<file path="src/rtl/alu32_rr_sched8_pkg.sv">
// Shared definitions for the alu32_rr_sched8 scheduler slice.
// Contents: FSM state encoding, requester count and select width,
// and an index-to-one-hot helper used by the picker and the scheduler.
package alu32_rr_sched8_pkg;

    localparam int N_REQ = 8;
    localparam int SEL_W = 3;

    typedef enum logic [1:0] {
        S_IDLE  = 2'd0,
        S_ISSUE = 2'd1,
        S_WAIT  = 2'd2,
        S_RESP  = 2'd3
    } sched_state_t;

    // Expand a requester index into its one-hot vector.
    function automatic logic [N_REQ-1:0] idx_to_onehot(input logic [SEL_W-1:0] idx);
        logic [N_REQ-1:0] one_s;
        one_s = {{(N_REQ-1){1'b0}}, 1'b1};
        return one_s << idx;
    endfunction

endpackage

</file>
<file path="src/rtl/alu32_rr_sched8_rr_pick8.sv">
// rr_pick8: combinational round-robin picker.
// Ports:
//   req    [7:0] request vector
//   ptr    [2:0] highest-priority index for this pick
//   any          at least one request is set
//   idx    [2:0] first set bit found scanning ptr, ptr+1, ... mod 8
//   onehot [7:0] one-hot form of idx, zero when any=0
module rr_pick8
    import alu32_rr_sched8_pkg::*;
(
    input  logic [N_REQ-1:0] req,
    input  logic [SEL_W-1:0] ptr,
    output logic             any,
    output logic [SEL_W-1:0] idx,
    output logic [N_REQ-1:0] onehot
);

    logic [SEL_W-1:0] cand_s;

    // Scan offsets from farthest to nearest so the nearest set bit to ptr is the last write.
    always_comb begin
        any    = |req;
        idx    = {SEL_W{1'b0}};
        cand_s = {SEL_W{1'b0}};
        for (int i = N_REQ - 1; i >= 0; i--) begin
            cand_s = ptr + SEL_W'(i);
            if (req[cand_s]) begin
                idx = cand_s;
            end else begin
                idx = idx;
            end
        end
        if (any) begin
            onehot = idx_to_onehot(idx);
        end else begin
            onehot = {N_REQ{1'b0}};
        end
    end

endmodule

</file>
<file path="src/rtl/alu32_rr_sched8.sv">
// alu32_rr_sched8: round-robin scheduler sharing one multi-cycle ALU among 8 requesters.
// Ports:
//   clk, rst_n          clock (rising edge), asynchronous active-low reset
//   req        [7:0]    request levels, held until own resp_valid
//   gnt        [7:0]    one-hot grant, held ISSUE..RESP
//   sel        [2:0]    operand-mux select (granted index)
//   alu_start           one-cycle ALU launch pulse
//   alu_done            ALU completion strobe (only honoured in WAIT)
//   alu_result [DW-1:0] ALU result, valid with alu_done
//   resp_valid [7:0]    one-hot one-cycle response strobe
//   resp_data  [DW-1:0] captured result (0 on timeout), held until next response
//   resp_err            set with resp_valid when the ALU timed out
//   busy                high whenever the FSM is not IDLE
module alu32_rr_sched8
    import alu32_rr_sched8_pkg::*;
#(
    parameter int DW      = 32,
    parameter int TIMEOUT = 64,
    parameter int CNT_W   = 10
) (
    input  logic             clk,
    input  logic             rst_n,
    input  logic [7:0]       req,
    output logic [7:0]       gnt,
    output logic [2:0]       sel,
    output logic             alu_start,
    input  logic             alu_done,
    input  logic [DW-1:0]    alu_result,
    output logic [7:0]       resp_valid,
    output logic [DW-1:0]    resp_data,
    output logic             resp_err,
    output logic             busy
);

    sched_state_t      state_r;
    logic [SEL_W-1:0]  ptr_r;
    logic [CNT_W-1:0]  cnt_r;
    logic [N_REQ-1:0]  gnt_r;
    logic [SEL_W-1:0]  sel_r;
    logic              alu_start_r;
    logic [N_REQ-1:0]  resp_valid_r;
    logic [DW-1:0]     resp_data_r;
    logic              resp_err_r;
    logic              busy_r;

    logic              pick_any_s;
    logic [SEL_W-1:0]  pick_idx_s;
    logic [N_REQ-1:0]  pick_onehot_s;

    rr_pick8 u_pick (
        .req    (req),
        .ptr    (ptr_r),
        .any    (pick_any_s),
        .idx    (pick_idx_s),
        .onehot (pick_onehot_s)
    );

    // Scheduler FSM; every output is a register written here.
    always_ff @(posedge clk or negedge rst_n) begin
        if (!rst_n) begin
            state_r      <= S_IDLE;
            ptr_r        <= {SEL_W{1'b0}};
            cnt_r        <= {CNT_W{1'b0}};
            gnt_r        <= {N_REQ{1'b0}};
            sel_r        <= {SEL_W{1'b0}};
            alu_start_r  <= 1'b0;
            resp_valid_r <= {N_REQ{1'b0}};
            resp_data_r  <= {DW{1'b0}};
            resp_err_r   <= 1'b0;
            busy_r       <= 1'b0;
        end else begin
            case (state_r)
                S_IDLE: begin
                    if (pick_any_s) begin
                        gnt_r       <= pick_onehot_s;
                        sel_r       <= pick_idx_s;
                        alu_start_r <= 1'b1;
                        busy_r      <= 1'b1;
                        state_r     <= S_ISSUE;
                    end else begin
                        state_r     <= S_IDLE;
                    end
                end
                S_ISSUE: begin
                    alu_start_r <= 1'b0;
                    cnt_r       <= {CNT_W{1'b0}};
                    state_r     <= S_WAIT;
                end
                S_WAIT: begin
                    cnt_r <= cnt_r + {{(CNT_W-1){1'b0}}, 1'b1};
                    // A done on the terminal-count cycle is checked first, so it wins.
                    if (alu_done) begin
                        resp_data_r  <= alu_result;
                        resp_err_r   <= 1'b0;
                        resp_valid_r <= idx_to_onehot(sel_r);
                        state_r      <= S_RESP;
                    end else if (cnt_r == CNT_W'(TIMEOUT - 1)) begin
                        resp_data_r  <= {DW{1'b0}};
                        resp_err_r   <= 1'b1;
                        resp_valid_r <= idx_to_onehot(sel_r);
                        state_r      <= S_RESP;
                    end else begin
                        state_r      <= S_WAIT;
                    end
                end
                S_RESP: begin
                    resp_valid_r <= {N_REQ{1'b0}};
                    ptr_r        <= sel_r + {{(SEL_W-1){1'b0}}, 1'b1};
                    gnt_r        <= {N_REQ{1'b0}};
                    sel_r        <= {SEL_W{1'b0}};
                    busy_r       <= 1'b0;
                    state_r      <= S_IDLE;
                end
                default: begin
                    state_r      <= S_IDLE;
                    gnt_r        <= {N_REQ{1'b0}};
                    sel_r        <= {SEL_W{1'b0}};
                    alu_start_r  <= 1'b0;
                    resp_valid_r <= {N_REQ{1'b0}};
                    busy_r       <= 1'b0;
                end
            endcase
        end
    end

    assign gnt        = gnt_r;
    assign sel        = sel_r;
    assign alu_start  = alu_start_r;
    assign resp_valid = resp_valid_r;
    assign resp_data  = resp_data_r;
    assign resp_err   = resp_err_r;
    assign busy       = busy_r;

endmodule

</file>
<file path="config.mk">
export PLATFORM = sky130hd
export DESIGN_NAME = alu32_rr_sched8
export DESIGN_NICKNAME = d
export VERILOG_FILES = /design/src/rtl/alu32_rr_sched8_pkg.sv /design/src/rtl/alu32_rr_sched8_rr_pick8.sv /design/src/rtl/alu32_rr_sched8.sv
export SDC_FILE = /design/constraint.sdc
export NUM_CORES = 1
export LEC_CHECK = 0
export BUFFER_PORTS_ARGS = -buffer_cell sky130_fd_sc_hd__buf_4
export CAP_MARGIN = 20
export CORE_MARGIN = 3
export CORE_UTILIZATION = 49
export DETAILED_ROUTE_END_ITERATION = 10
export PLACE_DENSITY = 0.85
export SYNTH_ARGS = -nofsm -noshare
export SYNTH_HDL_FRONTEND = slang
export SYNTH_SLANG_ARGS = --single-unit
export TNS_END_PERCENT = 5
</file>
<file path="constraint.sdc">
create_clock -name clk -period 8.9 [get_ports clk]
set_clock_uncertainty 0.1 [all_clocks]
set_input_delay 1.78 -clock clk [delete_from_list [all_inputs] [get_ports clk]]
set_output_delay 1.78 -clock clk [all_outputs]
set_load 0.01 [all_outputs]
</file>
# Yosys cells after proc, flatten, opt, wreduce, memory -nomap -nowiden
# Cells that the tools add are included.
# W data, S select, Z words.
# classes
order_cmp,8
n_shift,2
mux,43
addsub,9
n_eq_ne,6
reduce_logical,11
# ops
operator,count
$mux W32,2
$lt A3 B4 Y1 const B,8
$pmux W8 S2,2
$mux W3,9
$bmux W1 S3,8
$mux W8,3
$pmux W10 S2,1
$shl A1 B3 Y8 const A,2
$mux W1,14
$add A3 B3 Y3 const B,4
$add A10 B1 Y10 const B,1
$eq A10 B6 Y1 const B,1
$reduce_bool A2 Y1,5
$pmux W2 S4,1
$reduce_and A2 Y1,4
$reduce_or A8 Y1,1
$add A3 B1 Y3 const B,2
$add A3 B2 Y3 const B,2
$pmux W3 S2,1
$eq A2 B2 Y1 const B,2
$pmux W1 S2,2
$ne A3 B3 Y1 const B,1
$eq A2 B1 Y1 const B,1
$logic_not A2 Y1,1
$ne A2 B2 Y1 const B,1
# totals
input_bits,43
regBits,69
out_inout_bits,54
word_cells,89

# Logic depth before layout (Yosys ltp)
# Gate-level depths: netlist of run 1.
# logic_depth
word_depth,14
ltp_mapped,12
depth_no_buf,9

# Modules after synthesis
# Synthesis of run 1 repeated with hierarchy kept, for this count alone.
# unflattened
hier_cells,492
hier_area_um2,4479.3
# modules_own_cells
mod,area_per_inst_um2,instances,seq_area_each_um2,cells_each
alu32_rr_sched8,3398.3,1,1726.7,364
rr_pick8,1081.0,1,0.0,128

# Worst setup path after synthesis of run 1
# OpenSTA, ideal clock, no wires.
# synth_path
kind,input -> register
from,input req[6]
to,"register gnt_r[2], in the netlist gnt[2]"
stages,8
setup_time_ns,0.122
n_path_buf,1
slack_ns,4.942
arrival_ns,3.736
path_cell_list,clkbuf_1 > mux4_1 > mux2i_4 > mux2_2 > nand2_1 > or3_1 > and3_4 > a32o_1
# synth_between
elab_chain_cells,13
elab_cells_between_ends,30
cone_classes,eq/ne (1); shift (1); mux (26); reduce/logical (2)
# synth_rtl
item,line_no,rtl
start: declaration,alu32_rr_sched8.sv:23,"input logic [7:0] req,"
$bmux W1 S3,alu32_rr_sched8_rr_pick8.sv:27,if (req[cand_s]) begin
$mux W1 (implied by the code),alu32_rr_sched8_rr_pick8.sv:27,
$mux W3 (8 in a row),alu32_rr_sched8_rr_pick8.sv:27,
$shl A1 B3 Y8,alu32_rr_sched8_pkg.sv:20,return one_s << idx;
$mux W8,alu32_rr_sched8.sv:74,if (pick_any_s) begin
$pmux W8 S2,alu32_rr_sched8.sv:72,case (state_r)
end signal: assignment,alu32_rr_sched8.sv:64,gnt_r <= {N_REQ{1'b0}};
end signal: assignment,alu32_rr_sched8.sv:75,gnt_r <= pick_onehot_s;
end signal: assignment,alu32_rr_sched8.sv:109,gnt_r <= {N_REQ{1'b0}};
end: declaration,alu32_rr_sched8.sv:38,logic [N_REQ-1:0] gnt_r;
# Parallel ways exist; a longest one is shown, timed or not. The select of a mux whose other input is x is not followed.
# A chain may end at the register's enable or synchronous reset.

# Worst setup path after layout of run 1
# layout_path
from,register ptr_r[1]
to,"register gnt_r[3], in the netlist gnt[3]"
# layout_between
elab_chain_cells,14
elab_cells_between_ends,34
cone_classes,add/sub (7); shift (1); mux (26)
# layout_rtl
item,line_no,rtl
start: declaration,alu32_rr_sched8.sv:36,logic [SEL_W-1:0] ptr_r;
start signal: assignment,alu32_rr_sched8.sv:62,ptr_r <= {SEL_W{1'b0}};
start signal: assignment,alu32_rr_sched8.sv:108,"ptr_r <= sel_r + {{(SEL_W-1){1'b0}}, 1'b1};"
$add A3 B3 Y3,alu32_rr_sched8_rr_pick8.sv:26,cand_s = ptr + SEL_W'(i);
$bmux W1 S3,alu32_rr_sched8_rr_pick8.sv:27,
$mux W1 (implied by the code),alu32_rr_sched8_rr_pick8.sv:27,
$mux W3 (7 in a row),alu32_rr_sched8_rr_pick8.sv:27,
$mux W3 *,alu32_rr_sched8_rr_pick8.sv:27,
$shl A1 B3 Y8 *,alu32_rr_sched8_pkg.sv:20,
$mux W8 *,alu32_rr_sched8.sv:74,
$pmux W8 S2 *,alu32_rr_sched8.sv:72,
# Every way passes the cells marked *; elsewhere a longest branch is shown, timed or not. The select of a mux whose other input is x is not followed.

==> results of run 1 <==
## final timing paths
check	startpoint	to	slack, ps	cells after the start
max in group asynchronous	rst_n	cnt_r[4]	6720	1
min reg2reg	gnt[5]	gnt[5]	390	2
max	ptr_r[1]	gnt[3]	4970	9
min in group asynchronous	rst_n	resp_data[18]	1440	1
max reg2reg	ptr_r[1]	gnt[3]	4970	9
min	gnt[5]	gnt[5]	390	2
## tightest hold or removal path: stages (launching register included)
cell     delay [ps]
dfrtp_1         340
nand2_1          50
o31ai_1          50
## layer usage
| metal | track usage | vias to the layer above | routed length (um) |
|---|---|---|---|
| met5 | 0 | - | 0 |
| met4 | 0.0711 | 0 | 123 |
| met3 | 0.0508 | 14 | 469 |
| met2 | 0.347 | 81 | 5200 |
| met1 | 0.267 | 1705 | 4070 |
| li1 | - | 1664 | - |
## through the flow
| stage | power (mW) | worst slack (ps) |
|---|---|---|
| global placement | 1.51 | 4840 |
| finish | 1.82 | 4970 |
| floorplan | 1.21 | 4940 |
| global route | 1.95 | 4620 |
| detailed placement | 1.54 | 4790 |
| CTS | 1.81 | 5000 |
## flip-flops by register name (all words and copies together) (netlist names)
signal      flops
ptr_r           3
state_r         2
resp_err        1
cnt_r          10
resp_valid      8
busy            1
sel             3
resp_data      32
alu_start       1
gnt             8
## power by group through the flow
stage               clock network (mW)  logic (mW)  registers (mW)
finish                           0.264        1.01           0.542
global route                     0.281        1.11           0.559
CTS                              0.269       0.999           0.541
detailed placement                   0       0.993           0.547
global placement                     0       0.972           0.540
floorplan                            0       0.650           0.556
## cell usage after synthesis (all sizes together), types with 4 or more instances
library cell  count
nand2            99
o21ai            22
nand3            53
o31ai             9
ha               13
mux4             13
inv              16
a32o              4
xor2              4
a21oi             9
a22oi             7
mux2              8
nor2             19
dfrtp            69
buf               5
clkbuf           21
mux2i            14
## cells by family after synthesis
family,Yosys count,synth area share
and+or+nand+nor,193,0.218
muxes,35,0.140
xor gates and xnor gates,7,0.0191
AOI/OAI and AO/OA,64,0.107
buffers and inverters,42,0.0432
DFF,69,0.432
adders and majority gates,13,0.0407
## area by class of cell
cell class / instances / area share
tap: 102 / 0.0255
clock buffer: 11 / 0.0303
multi-input combinational: 312 / 0.419
clock inverter: 5 / 0.0118
inverter: 16 / 0.0120
timing repair buffer: 101 / 0.156
sequential: 69 / 0.346
==> flow_metrics.tcl, run 1 <==
set metrics [dict create \
    netlist_area_mm2 0.00399 \
    synthesis.nets 479 \
    worst_hold_slack_ps 385 \
    critical_path_required_ps 9040 \
    max_freq_ghz 0.255 \
    period_share 0.441 \
    place_area_mm2 0.00476 \
    syn_avg_cell_area_um2 9.44 \
    ant_nets 0 \
    hold_viol_final 0 \
    syn_to_final_growth_pct 25.1 \
    cp_top_family "flip-flops" \
    gp_congestion 0.883 \
    cts-root-buf "clkbuf_8" \
    slew_headroom 0.339 \
    dr.first_iter.drc_count 333 \
    track_usage 0.209 \
    fin_nets 565 \
    power.share.sequential 0.298 \
    rsz0062_at_grt "no" \
    drive_above_1_share 0.280 \
    grt_pass1_vias 3260 \
    multi_input_area_mm2 0.00209 \
    p_leak_nw 2.43 \
    critPathKind "flop to flop" \
    p_per_area_mw_per_mm2 363 \
    worstMarginPinSlew_ps 991 \
    dr.pass1.iters 5 \
    min_period_ps 3930 \
    ios 97 \
    start_kind "flop" \
    fillCellCount 610 \
    cts_buffers 9 \
    end_kind "flop" \
    crit_slowest_cell "dfrtp_1" \
    grt_max_degree 70 \
    clk_latency_ps 350 \
    htree_levels 3 \
    setup_viol 0 \
    syn_inst 423 \
    power_switching_mw 0.786 \
    final_cell_mix "buf_4, nand2_1, dfrtp_1, nand3_1, o21ai_0" \
    dieArea_mm2 0.00927 \
    via_count 3464 \
    synth_top_area_frac 0.432 \
    crit_fanout 23 \
    final_util 0.640 \
    synth_area_leader_cell "dfrtp_1" \
    ys_seq_elements 69 \
    swShare 0.433 \
    cp_cell_sequence "inv_1 -> ha_1 -> mux4_1 -> mux2i_1 -> a2111o_1 -> a21oi_2 -> o31ai_2 -> inv_1 -> a32o_1" \
    fp.dieW_um 96.3 \
    ys.flop_type "dfrtp_1" \
    die_y_um 96.3 \
    mostFrequentLayoutCell "buf_4" \
    seq_area_mm2 0.00173 \
    vias_per_cell 5.62 \
    grt-ovfl-total 0 \
    status "finished, final reports clean" \
    crit_buf_inv 2 \
    power_frac_comb 0.556 \
    cts_resized 0 \
    port_buffers 96 \
    synth.distinct_cells 54 \
    vdd_ir_drop_max_uv 181 \
    cpMostUsedCell "inv_1" \
    cp.arrival_ps 4060 \
    drc 0 \
    drv_cap 0 \
    postCtsSetupRepairBufs 0 \
    cts-hold-fix-buffers 0 \
    core_mm2 0.00781 \
    place_hpwl_um 6960 \
    grt_pass1_wl_um 15200 \
    rows 32 \
    grt_antenna_before_repair 0 \
    clkPwrFrac 0.145 \
    synthArstFlopShare 1.00 \
    yosysSeqAreaShare 0.432 \
    synth_edf_count 0 \
    intPower_mw 1.03 \
    cts_tree "built" \
    dpl.cell_count 599 \
    routedWlPerCell_um 16.0 \
    netlist_top_cells_area "dfrtp_1, nand2_1, nand3_1" \
    setup_tns_ps 0 \
    cpPeakStageDelay_ps 1000 \
    num_antenna_cells 0 \
    design_area_mm2 0.00500 \
    hp-class "flop to flop" \
    final_max_slew_viol_count 0 \
    wl_um 9860 \
    initial_core_util 0.512 \
    final_cells 616 \
    clk_pin_slew_ps 70 \
    cts_sinks 69 \
    cts_buffer_depth 2 \
    ys_warn_count 0 \
]
Note: power is estimated with default switching activity, not from simulation.
==> run 2, diff against run 1 <==
Settings changed: ABC_AREA set to 1, PLACE_DENSITY 0.85 to 0.87.
Clock period 8.9 ns to 3.9 ns, I/O delays scaled along.
==> flow_metrics.tcl, run 2 <==
set metrics [dict create \
    worst_hold_slack_ps 368 \
    cts_sinks 69 \
    initial_core_util 0.508 \
    syn_inst 402 \
    rows 30 \
    postCtsSetupRepairBufs 0 \
    hold_viol_final 0 \
    dr.first_iter.drc_count 201 \
    dieArea_mm2 0.00813 \
    power.share.sequential 0.301 \
    num_antenna_cells 0 \
    syn_to_final_growth_pct 28.0 \
    route.met3.wl_um 675 \
    wl_um 8480 \
    core_mm2 0.00683 \
    cts-hold-fix-buffers 0 \
    fin_nets 555 \
    cts_buffers 9 \
    ys_seq_elements 69 \
    period_share 0.692 \
    synthesis.nets 458 \
    power_frac_comb 0.563 \
    ant_nets 0 \
    crit_fanout 13 \
    grt_antenna_before_repair 0 \
    clk_latency_ps 340 \
    worstMarginPinSlew_ps 974 \
    drv_cap 0 \
    rsz0062_at_grt "no" \
    status "finished, final reports clean" \
    grt_max_degree 70 \
    ys.flop_type "dfrtp_1" \
    critical_path_required_ps 4080 \
    clk_pin_slew_ps 80 \
    vdd_ir_drop_max_uv 501 \
    ios 97 \
    place_hpwl_um 6390 \
    synth_top_area_frac 0.497 \
    vias_per_cell 5.20 \
    slew_headroom 0.350 \
    drive_above_1_share 0.270 \
    wl_met1_um 3670 \
    mostFrequentLayoutCell "nand2_1" \
    r2r_slack_ps 1200 \
    setup_tns_ps 0 \
    p_per_area_mw_per_mm2 908 \
    grt_pass1_wl_um 14300 \
    netlist_top_cells_area "dfrtp_1, nand2_1, a22o_1" \
    max_freq_ghz 0.371 \
    final_max_slew_viol_count 0 \
    synth_top_cells_by_count "nand2_1, dfrtp_1, nand3_1" \
    htree_levels 3 \
    hp-class "flop to flop" \
    power_switching_mw 1.88 \
    end_kind "flop" \
    p_leak_nw 2.41 \
    dr.pass1.iters 4 \
    synthArstFlopShare 1.00 \
    cts_buffer_depth 2 \
    setup_viol 0 \
    synth_area_leader_cell "dfrtp_1" \
    clkPwrFrac 0.135 \
    syn_avg_cell_area_um2 8.63 \
    routedWlPerCell_um 14.1 \
    start_kind "flop" \
    synth_most_common_cell "nand2_1" \
    track_usage 0.215 \
    cts_resized 0 \
    netlist_area_mm2 0.00347 \
    grt_pass1_vias 3048 \
    final_cell_mix "nand2_1, buf_4, dfrtp_1, nand3_1, inv_1" \
    swShare 0.467 \
    largest_reg_flops 32 \
    yosysSeqAreaShare 0.497 \
    intPower_mw 2.15 \
    synth.distinct_cells 31 \
    wl_met2_um 3970 \
    cts_tree "built" \
    gp_congestion 1.03 \
    die_y_um 90.2 \
    drc 0 \
    top_layer "met4" \
    synth_edf_count 0 \
    fp.dieW_um 90.2 \
    critPathKind "flop to flop" \
    min_period_ps 2700 \
    cp.arrival_ps 2880 \
    via_count 3117 \
    grt-ovfl-total 0 \
    p_total_mw 4.04 \
    ys_warn_count 0 \
    port_buffers 96 \
    cts-root-buf "clkbuf_8" \
]
[run 2: cell types whose count changed after synthesis, sizes merged, moves of 5 or more]
cell / delta
mux2: -8
a22oi: -7
clkbuf: -15
inv: +32
o21ai: -7
a22o: +32
mux2i: -14
mux4: -13
a21oi: +7
nand3: -5
o31ai: -9
nand2: +11
[run 2: power groups by stage]
stage / logic (mW) / registers (mW) / clock network (mW)
final: 2.27 / 1.22 / 0.547
after floorplan: 1.48 / 1.27 / 0
after detailed placement: 2.27 / 1.21 / 0
after global placement: 2.20 / 1.21 / 0
after global routing: 2.56 / 1.25 / 0.590
after CTS: 2.27 / 1.21 / 0.559
[run 2: cell families after synthesis]
kind of cell	share of synthesized area
AOI/OAI and AO/OA	0.142
and+or+nand+nor	0.241
DFF	0.497
buffers and inverters	0.0728
adders and majority gates	0.0469
[run 2: final timing paths]
kind	start	to	cells after the start
min in group asynchronous	rst_n	resp_data[2]	1
worst min-delay path	cnt_r[9]	cnt_r[9]	1
worst max register to register	ptr_r[0]	gnt[3]	19
worst min register to register	cnt_r[9]	cnt_r[9]	1
max in group asynchronous	rst_n	ptr_r[1]	1
worst max-delay path	ptr_r[0]	gnt[3]	19
[run 2: critical path, stage by stage, from the launching register on]
cell,delay (ps)
dfrtp_1,610
inv_2,150
ha_1,440
inv_1,170
nand3_1,120
nand3_1,140
nand2_2,80
inv_2,70
nand2_1,40
nand2_1,50
nand2_1,40
nand2_1,50
nand2_1,40
nand2_1,60
nand2_2,60
nand2_4,100
inv_4,40
nor2_2,120
nand2_1,80
nand2_1,70
[run 2: through the flow]
| step | utilization | cells | worst slack (ps) | instance area (um2) |
|---|---|---|---|---|
| 2_1_floorplan | - | 402 | 1690 | 3470 |
| 6_report | 0.651 | 600 | 1200 | 4440 |
| 3_5_place_dp | 0.623 | 583 | 1220 | 4250 |
| 5_1_grt | 0.651 | 600 | 920 | 4440 |
| 3_3_place_gp | 0.623 | 583 | 1230 | 4250 |
| 4_1_cts | 0.650 | 599 | 1220 | 4440 |
[run 2: layout make-up]
cell class | count | area, um2
Multi-Input combinational cell | 272 | 1490
Clock inverter | 7 | 62.6
Tap cell | 96 | 120
Clock buffer | 9 | 124
Timing Repair Buffer | 97 | 726
Sequential cell | 69 | 1730
Fill cell | 566 | 2390
Inverter | 50 | 194
[run 2: metal layers]
layer  vias up  GRT usage
met3        17     0.0745
met4         0     0.0702
li1       1531          -
met5         -          0
met2       120      0.345
met1      1449      0.274
